[config.mk]
export PLATFORM = sky130hd
export DESIGN_NAME = fifobram_fifo_flat
export DESIGN_NICKNAME = d
export VERILOG_FILES = /design/src/rtl/fifobram_fifo_if.sv /design/src/rtl/fifobram_fifo.sv /design/src/flat_wrapper.sv
export SDC_FILE = /design/constraint.sdc
export NUM_CORES = 1
export LEC_CHECK = 0
export BUFFER_PORTS_ARGS = -buffer_cell sky130_fd_sc_hd__buf_2
export CAP_MARGIN = 10
export CELL_PAD_IN_SITES_DETAIL_PLACEMENT = 0
export CELL_PAD_IN_SITES_GLOBAL_PLACEMENT = 2
export CORE_MARGIN = 1.5
export CORE_UTILIZATION = 32
export CTS_CLUSTER_DIAMETER = 40
export DETAILED_ROUTE_END_ITERATION = 8
export PLACE_DENSITY_LB_ADDON = 0.3
export SETUP_SLACK_MARGIN = 0.4
export SYNTH_ARGS = -nofsm -noshare
export SYNTH_HDL_FRONTEND = slang
export SYNTH_SLANG_ARGS = --single-unit
[constraint.sdc]
create_clock -name clk -period 5.5 [get_ports clk]
set_clock_uncertainty 0.15 [all_clocks]
set_input_delay 0.55 -clock clk [delete_from_list [all_inputs] [get_ports clk]]
set_output_delay 0.55 -clock clk [all_outputs]
set_load 0.02 [all_outputs]
[src/rtl/fifobram_fifo_if.sv]
// rtl/fifobram_fifo_if.sv - producer/consumer bundle for the BRAM-backed FIFO
interface fifobram_fifo_if #(
  parameter int WIDTH      = 32,
  parameter int LOG2_DEPTH = 5
);
  logic                  flush;
  logic                  we;
  logic [WIDTH-1:0]      wdata;
  logic                  re;
  logic [WIDTH-1:0]      rdata;
  logic                  rvalid;
  logic                  almostfull;
  logic                  empty;
  logic [LOG2_DEPTH-1:0] count;
  logic                  overflow;
  logic                  underflow;

  modport master (
    output flush, we, wdata, re,
    input  rdata, rvalid, almostfull, empty, count, overflow, underflow
  );

  modport slave (
    input  flush, we, wdata, re,
    output rdata, rvalid, almostfull, empty, count, overflow, underflow
  );
endinterface

[src/rtl/fifobram_fifo.sv]
// rtl/fifobram_fifo.sv - BRAM-backed synchronous FIFO with registered status and sticky error flags
module fifobram_fifo #(
  parameter int WIDTH            = 32,
  parameter int LOG2_DEPTH       = 5,
  parameter int ALMOSTFULL_LEVEL = 2**LOG2_DEPTH - 8
) (
  input  logic           clk,
  input  logic           reset_n,
  fifobram_fifo_if.slave bus
);
  localparam int DEPTH = 2**LOG2_DEPTH;
  localparam logic [LOG2_DEPTH-1:0] CAP    = LOG2_DEPTH'(DEPTH - 1);
  localparam logic [LOG2_DEPTH-1:0] AF_LVL = LOG2_DEPTH'(ALMOSTFULL_LEVEL);

  logic [WIDTH-1:0]      mem [DEPTH];
  logic [LOG2_DEPTH-1:0] wptr_q, wptr_d;
  logic [LOG2_DEPTH-1:0] rptr_q, rptr_d;
  logic [LOG2_DEPTH-1:0] count_q, count_d;
  logic                  empty_q, almostfull_q, rvalid_q;
  logic [WIDTH-1:0]      rdata_q;
  logic                  overflow_q, underflow_q;
  logic                  pop, push, do_pop, do_push;

  always_comb begin
    // Pop qualifies on the registered empty, so a same-cycle write never falls through.
    pop     = bus.re && !empty_q;
    push    = bus.we && ((count_q != CAP) || pop);
    do_pop  = pop && !bus.flush;
    do_push = push && !bus.flush;
    wptr_d  = wptr_q;
    rptr_d  = rptr_q;
    count_d = count_q;
    if (bus.flush) begin
      wptr_d  = '0;
      rptr_d  = '0;
      count_d = '0;
    end else begin
      if (push) wptr_d = wptr_q + 1'b1;
      if (pop)  rptr_d = rptr_q + 1'b1;
      count_d = count_q + LOG2_DEPTH'(push) - LOG2_DEPTH'(pop);
    end
  end

  always_ff @(posedge clk) begin
    if (do_push) mem[wptr_q] <= bus.wdata;
  end

  always_ff @(posedge clk or negedge reset_n) begin
    if (!reset_n) begin
      wptr_q       <= '0;
      rptr_q       <= '0;
      count_q      <= '0;
      empty_q      <= 1'b1;
      almostfull_q <= 1'b0;
      rvalid_q     <= 1'b0;
      rdata_q      <= '0;
      overflow_q   <= 1'b0;
      underflow_q  <= 1'b0;
    end else begin
      wptr_q       <= wptr_d;
      rptr_q       <= rptr_d;
      count_q      <= count_d;
      empty_q      <= (count_d == '0);
      almostfull_q <= (count_d >= AF_LVL);
      rvalid_q     <= do_pop;
      if (do_pop) rdata_q <= mem[rptr_q];
      overflow_q   <= overflow_q  | (bus.we && !push);
      underflow_q  <= underflow_q | (bus.re && empty_q);
    end
  end

  assign bus.rdata      = rdata_q;
  assign bus.rvalid     = rvalid_q;
  assign bus.almostfull = almostfull_q;
  assign bus.empty      = empty_q;
  assign bus.count      = count_q;
  assign bus.overflow   = overflow_q;
  assign bus.underflow  = underflow_q;
endmodule

[src/flat_wrapper.sv]
// flat-port wrapper written by rule: the top's interface ports become plain ports
module fifobram_fifo_flat 
#(
  parameter int WIDTH            = 32,
  parameter int LOG2_DEPTH       = 5,
  parameter int ALMOSTFULL_LEVEL = 2**LOG2_DEPTH - 8
)
  (clk, reset_n, bus_flush, bus_we, bus_wdata, bus_re, bus_rdata, bus_rvalid, bus_almostfull, bus_empty, bus_count, bus_overflow, bus_underflow);
  fifobram_fifo_if #(.WIDTH(WIDTH), .LOG2_DEPTH(LOG2_DEPTH)) bus_i ();
  input  logic clk;
  input  logic reset_n;
  input wire logic [$bits(bus_i.flush)-1:0] bus_flush;
  input wire logic [$bits(bus_i.we)-1:0] bus_we;
  input wire logic [$bits(bus_i.wdata)-1:0] bus_wdata;
  input wire logic [$bits(bus_i.re)-1:0] bus_re;
  output wire logic [$bits(bus_i.rdata)-1:0] bus_rdata;
  output wire logic [$bits(bus_i.rvalid)-1:0] bus_rvalid;
  output wire logic [$bits(bus_i.almostfull)-1:0] bus_almostfull;
  output wire logic [$bits(bus_i.empty)-1:0] bus_empty;
  output wire logic [$bits(bus_i.count)-1:0] bus_count;
  output wire logic [$bits(bus_i.overflow)-1:0] bus_overflow;
  output wire logic [$bits(bus_i.underflow)-1:0] bus_underflow;
  assign bus_i.flush = bus_flush;
  assign bus_i.we = bus_we;
  assign bus_i.wdata = bus_wdata;
  assign bus_i.re = bus_re;
  assign bus_rdata = bus_i.rdata;
  assign bus_rvalid = bus_i.rvalid;
  assign bus_almostfull = bus_i.almostfull;
  assign bus_empty = bus_i.empty;
  assign bus_count = bus_i.count;
  assign bus_overflow = bus_i.overflow;
  assign bus_underflow = bus_i.underflow;
  fifobram_fifo #(.WIDTH(WIDTH), .LOG2_DEPTH(LOG2_DEPTH), .ALMOSTFULL_LEVEL(ALMOSTFULL_LEVEL)) u_core (.clk(clk), .reset_n(reset_n), .bus(bus_i));
endmodule
==> results.env <==
STATUS='finished clean'
LAYOUT.CELLS.MOST_COMMON_LIST='1,024 x edfxtp_1, 371 x mux2i_1, 152 x clkbuf_16'
CRITPATHSLOWESTCELL='nor2_4'
DR.PASS1.ITERS=7
GLOBAL_ROUTING_MET3_RESOURCE_UTILIZATION=0.02969
CATEGORY_OF_THE_CRITICAL_SETUP_TIMING_PATH='primary input to flip-flop'
POSTSYNTH.ASYNCRESETSHARE=0.04833
WORSTPATHMAXFANOUT=32
SYNTH-SEQ-AREA-SHARE=0.7656
CTS-ROOT-TO-SINK-BUFFERS=3
GRT_PASS1_WL_UM=158200
CRIT_PATH_MAX_INCR_DELAY_NS=1.08
DESIGN.PORTCOUNT=79
GR-USAGE-MET1=0.2130
YOSYS_REGISTER_BITS=1076
POST_SYNTH_INSTANCE_AREA_UM2=41860
PWR_DENSITY_CELL_nW_PER_UM2=433.5
CLOCK.FMAX_MHz=250.3
ROUTED_WIRELENGTH_UM=111100
H-TREE-DEPTH=4
CP_DATA_REQUIRED_TIME_NS=5.69
DP_HPWL_UM=67160
CLOCK_TREE_FROM_TRITONCTS='built'
SYNTH_TOP_AREA_FRAC=0.7345
PERIOD_MINUS_SLACK_NS=3.996
DETAIL_ROUTE.VIAS_PER_CELL=5.003
CLOCK_LATENCY_NS=0.74
ROUTE.DETAILED.DRC=0
CTS.SINK_COUNT=1076
PLACE.GP.CONGESTION=0.7770
DRIVE_ABOVE_1_SHARE=0.2036
CORE.ROWCOUNT=132
CRITICAL_PATH.STARTPOINT_TYPE='primary input'
YS_TYPES=48
FINALSETUPVIOLCOUNT=0
GRT_ANTENNA_BEFORE_REPAIR=2
SYN2LAYOUT_AREA_GROWTH_PCT=17.98
GLOBAL_ROUTE.OVERFLOW_TOTAL=0
WORST-SLEW-PIN-TRANSITION_NS=1.155
YS_DOMINANT_REG_CELL='edfxtp_1'
PATH_CELLS='dlygate4sd3_1 -> buf_2 -> nor2b_1 -> o31a_1 -> nor2b_1 -> nand2_1 -> nor2_4'
IR_WORST_VDD_mV=0.3015
DIE_WIDTH_UM=364.7
MAXCAPVIOLATIONS=0
CRIT_ARRIVAL_NS=4.19
DRT-INITIAL-DRC-COUNT=1680
DIEAREA_UM2=133000
TIMING.CRITICAL_PATH.MODE_CELL='nor2b_1'
P_LEAK_nW=15.20
SYNTH_TOP_CELLS_BY_AREA='edfxtp_1 73%, mux2i_1 8.9%, mux4_2 4.7%'
START_UTIL=0.3229
CTS.REPORTEDPATHS.CLKPINSLEW_NS=0.05
FINISH.NET_COUNT=2349
SYNTH_TOP_CELL_BY_AREA='edfxtp_1'
SYN-NUM-NETS=2210
SYNTHCELLS=2161
POSTROUTEANTENNANETS=0
LAYOUT.FILLER_CELLS=11660
PORT_BUFFERS=78
SYNTH-WARNING-COUNT=0
SETUP_TNS_NS=0
MIN-DELAY-PATH-CLASS='primary input to flip-flop'
GRT_PASS1_VIAS=21790
NUMCTSBUFFERS=146
GLOBALROUTE.BUSIESTLAYER='met2'
GRT_START_MAX_NET_PINS=83
POST-ROUTE-PERIOD-UTIL=0.7265
GRT_UTIL_ALL_LAYERS=0.1674
FINAL_MAX_SLEW_VIOL_COUNT=0
SETUP_REPAIR_AFTER_GLOBAL_ROUTING_MISSED_ITS_MARGIN='no'
MAXSLEWHEADROOM=0.2282
CP-END-KIND='flip-flop'
HOLD_WS_NS=0.1088
VIAS_AFTER_DETAILED_ROUTING=20830
CTSROOTBUFFERMASTER='clkbuf_16'
CHIPHEIGHT_UM=364.7
SYNTH-EDFF-COUNT=1024
SYN_AVG_CELL_AREA_UM2=19.37
CORE_AREA_UM2=129600
MOSTFREQUENTLAYOUTCELL='edfxtp_1'
FINALHOLDVIOLATIONS=0
GRT_UTIL_MET2=0.2804
POST_DRT_WL_PER_CELL_UM=26.68
ANTENNA_CELLS=0
==> cells by family (layout without fill, tap and decap cells) <==
logic type               count (synthesis)  in the layout  share of synthesized area
flip-flops                            1076           1076                     0.7656
multiplexers                           458            458                     0.1355
AO/OA/AOI/OAI                          280            280                    0.05242
AND/OR/NAND/NOR                        182            182                    0.02032
buffers and inverters                  141            401                    0.01982
adder cells (fa/ha/maj)                 12             12                   0.003766
XOR/XNOR                                12             12                   0.002511
==> metrics by stage <==
step	utilization	instance area (um2)	setup slack (ns)	instances	total power [mW]
after floorplan	-	41860	1.425	2161	11.09
after global placement	0.3417	44300	1.332	3890	12.01
after detailed placement	0.3417	44300	1.209	3890	12.04
after CTS	0.3810	49390	1.457	4163	21.66
after global routing	0.3810	49390	1.283	4163	22.12
final	0.3810	49390	1.504	4163	21.41
==> synth_stat cells, drive strengths merged, types with 2 or more instances <==
master   instances
edfxtp        1024
mux2i          371
a22oi          112
buf             98
mux4            87
nand2           53
dfrtp           51
nor2            51
clkbuf          34
a21oi           33
a21o            22
nand3           22
o2111a          20
a32oi           18
o2111ai         18
nor3            16
nand4           15
a221oi          14
a22o            14
o22ai           13
ha              11
o211a           11
inv              9
nor2b            8
xor2             8
nand3b           4
xnor2            4
and2             3
or3              3
a2111oi          2
nand2b           2
or3b             2
==> what timing repair did <==
| action | CTS | global route |
|---|---|---|
| hold buffers | 4 | 0 |
| gates resized for setup | 0 | 0 |
| buffers inserted | 0 | 0 |
| hold endpoints to repair | 41 | 0 |
==> worst paths after layout <==
check	start	end	slack [ns]	cells past startpoint
max	bus_re	u_core.mem[0][27]	1.50	7
min	bus_flush	u_core.wptr_q[0]	0.11	2
max reg2reg	u_core.bus.empty	u_core.mem[0][27]	1.61	5
min reg2reg	u_core.bus.overflow	u_core.bus.overflow	0.31	1
max in group asynchronous	reset_n	u_core.rptr_q[3]	4.06	3
min in group asynchronous	reset_n	u_core.bus.empty	0.18	2
==> worst max-delay path, delay by kind of cell <==
family | cells | cell delay (ns)
buffers and inverters | 2 | 0.63
AO/OA/AOI/OAI | 1 | 0.45
AND/OR/NAND/NOR | 4 | 2.52
==> report_power, final <==
group,leakage [nW],internal [mW],switching (mW),total (mW)
registers,9.84,9.15,0.260,9.41
logic,2.92,0.926,1.47,2.40
clock network,2.43,6.01,3.60,9.60
==> final cells by class <==
type                       count  area, um2  share of cell area
tap                         1742       2180             0.04413
timing repair buffer         123      790.8             0.01601
sequential                  1076      32070              0.6493
clock buffer                 174       3926             0.07950
multi-input combinational    944       9265              0.1876
clock inverter                95       1126             0.02280
inverter                       9      33.78           0.0006840
==> routing by layer <==
metal	wire, um	part of all wire
met5	0	0
met4	4109	0.037
met3	4895	0.044
met2	54960	0.49
met1	47080	0.42
==> sequential cells by signal, indices dropped and copies added, names as in the netlist <==
signal	flops
u_core.bus.rdata	32
u_core.bus.count	5
u_core.mem	1024
u_core.bus.almostfull	1
u_core.bus.underflow	1
u_core.bus.empty	1
u_core.bus.rvalid	1
u_core.bus.overflow	1
u_core.wptr_q	5
u_core.rptr_q	5
(Power assumes the default switching activity.)
